**config.mk**
```make
export PLATFORM = sky130hd
export DESIGN_NAME = packet_drain_scheduler
export DESIGN_NICKNAME = d
export VERILOG_FILES = /design/src/rtl/packet_sched_pkg.sv /design/src/rtl/rr_arbiter.sv /design/src/rtl/packet_drain_scheduler.sv
export SDC_FILE = /design/constraint.sdc
export NUM_CORES = 1
export LEC_CHECK = 0
export CORE_ASPECT_RATIO = 1.4
export CORE_MARGIN = 1
export CORE_UTILIZATION = 30
export DETAILED_ROUTE_END_ITERATION = 10
export GPL_TIMING_DRIVEN = 0
export PLACE_DENSITY = 0.63
export SETUP_SLACK_MARGIN = 0.2
export SYNTH_ARGS = -nofsm -noshare
export SYNTH_HDL_FRONTEND = slang
export SYNTH_SLANG_ARGS = --single-unit
```
**constraint.sdc**
```tcl
create_clock -name iclk -period 5.2 [get_ports iclk]
set_clock_uncertainty 0.1 [all_clocks]
set_input_delay 1.04 -clock iclk [delete_from_list [all_inputs] [get_ports iclk]]
set_output_delay 1.04 -clock iclk [all_outputs]
set_load 0.1 [all_outputs]
```
**src/rtl/packet_sched_pkg.sv**
```systemverilog
// Shared FSM encoding and sizing helpers for the packet drain scheduler.
package packet_sched_pkg;

    localparam int pFSM_SCHED_BUS = 3;
    localparam int lpIFG_CYCLES   = 12;
    localparam int lpDRAIN_CYCLES = 2;

    typedef enum logic [pFSM_SCHED_BUS-1:0] {
        lpARB   = 3'd0,
        lpLEN   = 3'd1,
        lpREAD  = 3'd2,
        lpDRAIN = 3'd3,
        lpIFG   = 3'd4
    } sched_state_e;

    // Bits needed to hold a down-counter loaded with values up to max_value.
    function automatic int cnt_width(input int max_value);
        return (max_value < 2) ? 1 : $clog2(max_value + 1);
    endfunction

endpackage

```
**src/rtl/rr_arbiter.sv**
```systemverilog
// Combinational rotate-priority pick: the first requester after ptr wins.
module rr_arbiter #(
    parameter int pPORTS = 4
) (
    input  logic [pPORTS-1:0]         req,
    input  logic [$clog2(pPORTS)-1:0] ptr,
    output logic [pPORTS-1:0]         gnt,
    output logic [$clog2(pPORTS)-1:0] idx
);
    localparam int IDX_W = $clog2(pPORTS);
    localparam logic [IDX_W:0] PORTS_W = (IDX_W+1)'(pPORTS);

    logic [IDX_W:0]   pos_sum [pPORTS];
    logic [IDX_W-1:0] pos     [pPORTS];
    logic [pPORTS-1:0] req_rot;

    // req_rot[k] is the requester k+1 places after the pointer.
    genvar gi;
    generate
        for (gi = 0; gi < pPORTS; gi++) begin : g_rot
            localparam logic [IDX_W:0] OFF = (IDX_W+1)'(gi + 1);
            assign pos_sum[gi] = {1'b0, ptr} + OFF;
            assign pos[gi]     = (pos_sum[gi] >= PORTS_W) ? IDX_W'(pos_sum[gi] - PORTS_W)
                                                         : pos_sum[gi][IDX_W-1:0];
            assign req_rot[gi] = req[pos[gi]];
        end
    endgenerate

    always_comb begin
        idx = '0;
        gnt = '0;
        for (int i = pPORTS - 1; i >= 0; i--) begin
            if (req_rot[i]) begin
                idx = pos[i];
            end
        end
        if (|req_rot) begin
            gnt[idx] = 1'b1;
        end
    end

endmodule

```
**src/rtl/packet_drain_scheduler.sv**
```systemverilog
// Round-robin drain of one whole packet per grant from per-port buffers
// onto a GMII-style byte stream, followed by an inter-frame gap.
module packet_drain_scheduler
    import packet_sched_pkg::*;
#(
    parameter int pPORTS             = 4,
    parameter int pDATA_WIDTH        = 8,
    parameter int pMIN_PACKET_LENGHT = 64,
    parameter int pMAX_PACKET_LENGHT = 1536,
    parameter int pLEN_W             = $clog2(pMAX_PACKET_LENGHT) + 1,
    parameter int pIFG               = lpIFG_CYCLES
) (
    input  logic                          iclk,
    input  logic                          i_rst,
    input  logic                          ien,
    input  logic [pPORTS-1:0]             imask,
    input  logic [pPORTS-1:0]             iempty,
    input  logic [pPORTS*pLEN_W-1:0]      ilen,
    input  logic [pPORTS*pDATA_WIDTH-1:0] idata,
    output logic [pPORTS-1:0]             ord_en,
    output logic [pDATA_WIDTH-1:0]        otx_d,
    output logic                          otx_en,
    output logic                          otx_sof,
    output logic                          otx_eof,
    output logic [$clog2(pPORTS)-1:0]     ogrant,
    output logic                          obusy,
    output logic                          oerr,
    output logic [15:0]                   opkt_cnt
);
    localparam int IDX_W = $clog2(pPORTS);
    localparam int AUX_W = cnt_width((pIFG > lpDRAIN_CYCLES) ? pIFG : lpDRAIN_CYCLES);
    localparam logic [pLEN_W-1:0] MIN_LEN    = pLEN_W'(pMIN_PACKET_LENGHT);
    localparam logic [pLEN_W-1:0] MAX_LEN    = pLEN_W'(pMAX_PACKET_LENGHT);
    localparam logic [pLEN_W-1:0] ONE_LEN    = pLEN_W'(1);
    localparam logic [AUX_W-1:0]  IFG_LOAD   = AUX_W'(pIFG - 1);
    localparam logic [AUX_W-1:0]  DRAIN_LOAD = AUX_W'(lpDRAIN_CYCLES - 1);

    sched_state_e state_reg, state_next;
    logic [IDX_W-1:0]  ptr_reg, ptr_next;
    logic [IDX_W-1:0]  grant_reg, grant_next;
    logic [pLEN_W-1:0] rlen_reg, rlen_next;
    logic [pLEN_W-1:0] byte_cnt_reg, byte_cnt_next;
    logic [AUX_W-1:0]  aux_cnt_reg, aux_cnt_next;
    logic              discard_reg, discard_next;

    logic s1_en_reg, s1_en_next;
    logic s1_sof_reg, s1_sof_next;
    logic s1_eof_reg, s1_eof_next;
    logic tx_en_reg, tx_en_next;
    logic tx_sof_reg, tx_sof_next;
    logic tx_eof_reg, tx_eof_next;
    logic [pDATA_WIDTH-1:0] tx_d_reg, tx_d_next;
    logic [15:0] pkt_cnt_reg, pkt_cnt_next;

    logic [pLEN_W-1:0]      len_arr  [pPORTS];
    logic [pDATA_WIDTH-1:0] data_arr [pPORTS];
    logic [pPORTS-1:0]      req_vec;
    logic [pPORTS-1:0]      arb_gnt;
    logic [IDX_W-1:0]       arb_idx;
    logic [pLEN_W-1:0]      head_len;
    logic                   len_illegal;
    logic                   rd_active;

    genvar gi;
    generate
        for (gi = 0; gi < pPORTS; gi++) begin : g_port
            assign len_arr[gi]  = ilen[gi*pLEN_W +: pLEN_W];
            assign data_arr[gi] = idata[gi*pDATA_WIDTH +: pDATA_WIDTH];
            assign ord_en[gi]   = rd_active && (grant_reg == IDX_W'(gi));
        end
    endgenerate

    assign req_vec     = ien ? (~iempty & imask) : '0;
    assign rd_active   = (state_reg == lpREAD);
    assign head_len    = len_arr[grant_reg];
    assign len_illegal = (head_len == '0) || (head_len < MIN_LEN) || (head_len > MAX_LEN);

    rr_arbiter #(
        .pPORTS(pPORTS)
    ) u_rr_arbiter (
        .req(req_vec),
        .ptr(ptr_reg),
        .gnt(arb_gnt),
        .idx(arb_idx)
    );

    always_comb begin
        state_next    = state_reg;
        ptr_next      = ptr_reg;
        grant_next    = grant_reg;
        rlen_next     = rlen_reg;
        byte_cnt_next = byte_cnt_reg;
        aux_cnt_next  = aux_cnt_reg;
        discard_next  = discard_reg;
        case (state_reg)
            lpARB: begin
                if (|arb_gnt) begin
                    ptr_next   = arb_idx;
                    grant_next = arb_idx;
                    state_next = lpLEN;
                end
            end
            lpLEN: begin
                rlen_next     = head_len;
                byte_cnt_next = head_len;
                discard_next  = len_illegal;
                if (head_len == '0) begin
                    aux_cnt_next = IFG_LOAD;
                    state_next   = lpIFG;
                end else begin
                    state_next   = lpREAD;
                end
            end
            lpREAD: begin
                byte_cnt_next = byte_cnt_reg - ONE_LEN;
                if (byte_cnt_reg == ONE_LEN) begin
                    aux_cnt_next = DRAIN_LOAD;
                    state_next   = lpDRAIN;
                end
            end
            lpDRAIN: begin
                if (aux_cnt_reg == '0) begin
                    aux_cnt_next = IFG_LOAD;
                    state_next   = lpIFG;
                end else begin
                    aux_cnt_next = aux_cnt_reg - 1'b1;
                end
            end
            lpIFG: begin
                if (aux_cnt_reg == '0) begin
                    state_next = lpARB;
                end else begin
                    aux_cnt_next = aux_cnt_reg - 1'b1;
                end
            end
            default: state_next = lpARB;
        endcase
    end

    // Stage 1 tracks the read request; stage 2 meets the buffer's 1-cycle read data.
    always_comb begin
        s1_en_next   = rd_active && !discard_reg;
        s1_sof_next  = rd_active && (byte_cnt_reg == rlen_reg);
        s1_eof_next  = rd_active && (byte_cnt_reg == ONE_LEN);
        tx_en_next   = s1_en_reg;
        tx_sof_next  = s1_en_reg && s1_sof_reg;
        tx_eof_next  = s1_en_reg && s1_eof_reg;
        tx_d_next    = s1_en_reg ? data_arr[grant_reg] : tx_d_reg;
        pkt_cnt_next = pkt_cnt_reg + 16'(s1_en_reg && s1_eof_reg);
    end

    always_ff @(posedge iclk or negedge i_rst) begin
        if (!i_rst) begin
            state_reg    <= lpARB;
            ptr_reg      <= IDX_W'(pPORTS - 1);
            grant_reg    <= '0;
            rlen_reg     <= '0;
            byte_cnt_reg <= '0;
            aux_cnt_reg  <= '0;
            discard_reg  <= 1'b0;
            s1_en_reg    <= 1'b0;
            s1_sof_reg   <= 1'b0;
            s1_eof_reg   <= 1'b0;
            tx_en_reg    <= 1'b0;
            tx_sof_reg   <= 1'b0;
            tx_eof_reg   <= 1'b0;
            tx_d_reg     <= '0;
            pkt_cnt_reg  <= '0;
        end else begin
            state_reg    <= state_next;
            ptr_reg      <= ptr_next;
            grant_reg    <= grant_next;
            rlen_reg     <= rlen_next;
            byte_cnt_reg <= byte_cnt_next;
            aux_cnt_reg  <= aux_cnt_next;
            discard_reg  <= discard_next;
            s1_en_reg    <= s1_en_next;
            s1_sof_reg   <= s1_sof_next;
            s1_eof_reg   <= s1_eof_next;
            tx_en_reg    <= tx_en_next;
            tx_sof_reg   <= tx_sof_next;
            tx_eof_reg   <= tx_eof_next;
            tx_d_reg     <= tx_d_next;
            pkt_cnt_reg  <= pkt_cnt_next;
        end
    end

    assign otx_d    = tx_d_reg;
    assign otx_en   = tx_en_reg;
    assign otx_sof  = tx_sof_reg;
    assign otx_eof  = tx_eof_reg;
    assign ogrant   = grant_reg;
    assign obusy    = (state_reg != lpARB);
    assign oerr     = (state_reg == lpLEN) && len_illegal;
    assign opkt_cnt = pkt_cnt_reg;

endmodule

```
==> flow_metrics.tcl <==
set metrics [dict create \
    status "finished clean" \
    netlist_area_mm2 0.003938 \
    port_buffers 125 \
    fmax_mhz 205.7 \
    cp_max_fo 4 \
    final-max-slew-violation-count 0 \
    drc 0 \
    antenna_found_initial 0 \
    fp.dieW_um 98.83 \
    routedWlPerCell_um 15.78 \
    worstSetupPathType "in -> out" \
    n_fill_cell 1208 \
    power_density_mw_per_mm2 574.3 \
    hold_class "reg -> reg" \
    finalCritPeriodShare_pct 93.51 \
    rows 49 \
    whs_path_depth 0 \
    worstHoldStart "s1_en_reg" \
    num_antenna_cells 0 \
    cp_slowest_cell "clkdlybuf4s50_1" \
    htreeDepth 3 \
    cts.sinks 66 \
    r2r-end "discard_reg" \
    synth_flop_cell "dfrtp_1" \
    syn_avg_cell_area_um2 10.44 \
    combPwrFrac_pct 55.4 \
    postCtsHoldBufs 0 \
    grt_pass1_vias 3541 \
    dieArea_mm2 0.01359 \
    clk_pin_slew_worst_paths_ns 0.06 \
    synth_cells 377 \
    crit_buf_inv 2 \
    r2r-start "ogrant[1]" \
    hold_violations 0 \
    utilization_pct 44.38 \
    reg2reg_slack_ns 2.70 \
    cts_resized 0 \
    synthToLayoutAreaGrowth_pct 44.42 \
    clk_latency_ns 0.33 \
    max_stage_delay_ns 1.02 \
    relSlewSlack_pct 32.55 \
    synth_edf_count 0 \
    power.leakage_nw 2.350 \
    globalplace.congestion 0.8820 \
    p_int_mw 1.726 \
    layout-drive-gt1-share_pct 12.36 \
    holdWs_ns 0.2733 \
    io_pins 126 \
    yosysSeqAreaShare_pct 42.01 \
    grt_overflow 0 \
    largest_reg_flops 16 \
    start_kind "primary input" \
    coreArea_mm2 0.01281 \
    dp_hpwl_um 8356 \
    maxCapViolCount 0 \
    ys_warn_count 0 \
    cts_buffer_depth 2 \
    grt_max_degree 67 \
    ant_nets 0 \
    start_util_pct 30.73 \
    fin_tns_setup_ns 0 \
    startpoint "ilen[5]" \
    ys_ff_latch 66 \
    switching_share_pct 47.14 \
    worst_path_most_repeated_cell "clkdlybuf4s50_1" \
    grt_pass1_wl_um 16660 \
    finalCriticalPeriod_ns 4.863 \
    vias_per_cell 5.185 \
    nNetsFinal 610 \
    irDropWorstVdd_v 0.0003685 \
    dr.pass1.iters 4 \
    hold_end "otx_en" \
    synthDistinctLibCells 61 \
    synth_fp_nets 474 \
    grt_setup_unrepaired "no" \
    postCtsSetupRepairBufs 0 \
    grt_usage_pct 15.84 \
    clockRootBuffer "clkbuf_16" \
    cts_tree "done" \
    die_h_um 137.6 \
    p_sw_mw 1.540 \
    power_frac_clock_pct 18.8 \
    endpoint_kind "output port" \
    routed-via-count 3479 \
    drt-initial-drc-count 146 \
    async_reset_ff_share_pct 100.0 \
    worst_slew_pin_slew_ns 1.009 \
    worst_ep_arrival_time_ns 3.72 \
    routed_wl_um 10590 \
    crit_family "buffers and inverters" \
    reg2regPathDepth 7 \
    cts_buffers 9 \
    seqPwrFrac_pct 25.8 \
    path_cells "clkdlybuf4s50_1 > mux4_2 > nor4_4 > and3_4 > o2111ai_2 > clkdlybuf4s50_1" \
    setup_viol 0 \
    cp.required_ns 4.06 \
]
==> cells by family after synthesis <==
family / synth area share (%)
adder cells (fa/ha/maj): 1.907
flip-flops: 42.01
multiplexers: 14.17
XOR/XNOR: 6.006
buffers and inverters: 3.114
AND/OR/NAND/NOR: 21.13
AO/OA/AOI/OAI: 11.66
==> cells in the final DEF, fill, tap and decap left out, types with 3 or more instances in the layout <==
| cell | count |
|---|---|
| nor2b_1 | 5 |
| clkdlybuf4s50_1 | 124 |
| nand2b_1 | 4 |
| o211ai_1 | 8 |
| nand4_1 | 6 |
| clkbuf_1 | 13 |
| inv_1 | 9 |
| nand2_1 | 60 |
| o311ai_0 | 6 |
| nor3b_1 | 4 |
| ha_1 | 6 |
| mux2_2 | 8 |
| dfrtp_1 | 64 |
| nor2_1 | 29 |
| nand3_1 | 10 |
| clkinv_4 | 4 |
| and2_1 | 4 |
| o21ai_0 | 16 |
| a21oi_1 | 10 |
| nor3_1 | 5 |
| xnor2_1 | 17 |
| xor2_1 | 10 |
| and3b_1 | 3 |
| and4_1 | 3 |
| or3b_2 | 3 |
| mux4_2 | 18 |
| and3_1 | 4 |
| a21o_1 | 4 |
| clkbuf_16 | 9 |
| a211oi_1 | 3 |
| or3_1 | 4 |
==> routing by layer <==
layer | GRT usage, % | vias up | part of all wire, %
li1 | - | 1656 | -
met1 | 17.13 | 1682 | 38
met2 | 30.30 | 127 | 55
met3 | 3.399 | 14 | 5.4
met4 | 5.390 | 0 | 1.6
met5 | 0 | - | 0
==> power groups by stage <==
stage          Clock, mW  Combinational, mW  Sequential [mW]
2_1_floorplan          0               1.06             1.13
3_5_place_dp           0               1.81            0.850
5_1_grt            0.649               1.95            0.868
3_3_place_gp           0               1.80            0.844
6_report           0.613               1.81            0.843
4_1_cts            0.624               1.82            0.843
==> how the worst max path moves through the flow <==
stage,slack (ns),endpoint,depth (start not counted)
floorplan,0.51,ord_en[0],4
global placement,0.32,oerr,6
detailed placement,0.32,oerr,6
CTS,0.31,oerr,6
global route,0.23,oerr,6
finish,0.34,oerr,6
==> final cells by class <==
type                            instances  area, um2  area share, %
Inverter                                9      33.78         0.5941
Multi-Input combinational cell        285       2166          38.09
Timing Repair Buffer                  125       1249          21.96
Sequential cell                        66       1654          29.09
Buffer                                 17      88.84          1.562
Tap cell                              153      191.4          3.366
Clock inverter                          7      78.83          1.386
Clock buffer                            9      225.2          3.960
==> synthesized netlist by cell type (3+ instances only) <==
cell type   n  area [um2]
o311ai_0    6       52.55
a211oi_1    3       22.52
xor2_1     10       87.58
and2_1      4       25.02
or3_1       4       25.02
and4_1      3       26.28
nor3b_1     5       37.54
xnor2_1    17       148.9
mux4_2     18       405.4
nor2_1     29       108.9
a21oi_1    10       50.05
nand3_1    10       50.05
and3b_1     3       26.28
inv_1       9       33.78
ha_1        6       75.07
o21ai_0    16       80.08
dfrtp_1    64        1602
nor2b_1     5       31.28
clkbuf_1   13       48.80
a21o_1      4       30.03
and3_1      4       25.02
or3b_2      3       26.28
mux2_2      8       90.09
nor3_1      5       25.02
nand2b_1    4       25.02
o211ai_1    8       60.06
nand2_1    60       225.2
nand4_1     6       37.54
==> stage by stage <==
| step | cell area (um2) | power, mW | setup slack, ns | instances |
|---|---|---|---|---|
| 6_report | 5687 | 3.266 | 0.3375 | 671 |
| 5_1_grt | 5687 | 3.464 | 0.2334 | 671 |
| 4_1_cts | 5687 | 3.290 | 0.3121 | 671 |
| 3_5_place_dp | 5383 | 2.664 | 0.3193 | 655 |
| 3_3_place_gp | 5385 | 2.644 | 0.3183 | 655 |
| 2_1_floorplan | 3943 | 2.190 | 0.5104 | 377 |
Power figures use the tool's default switching activity.
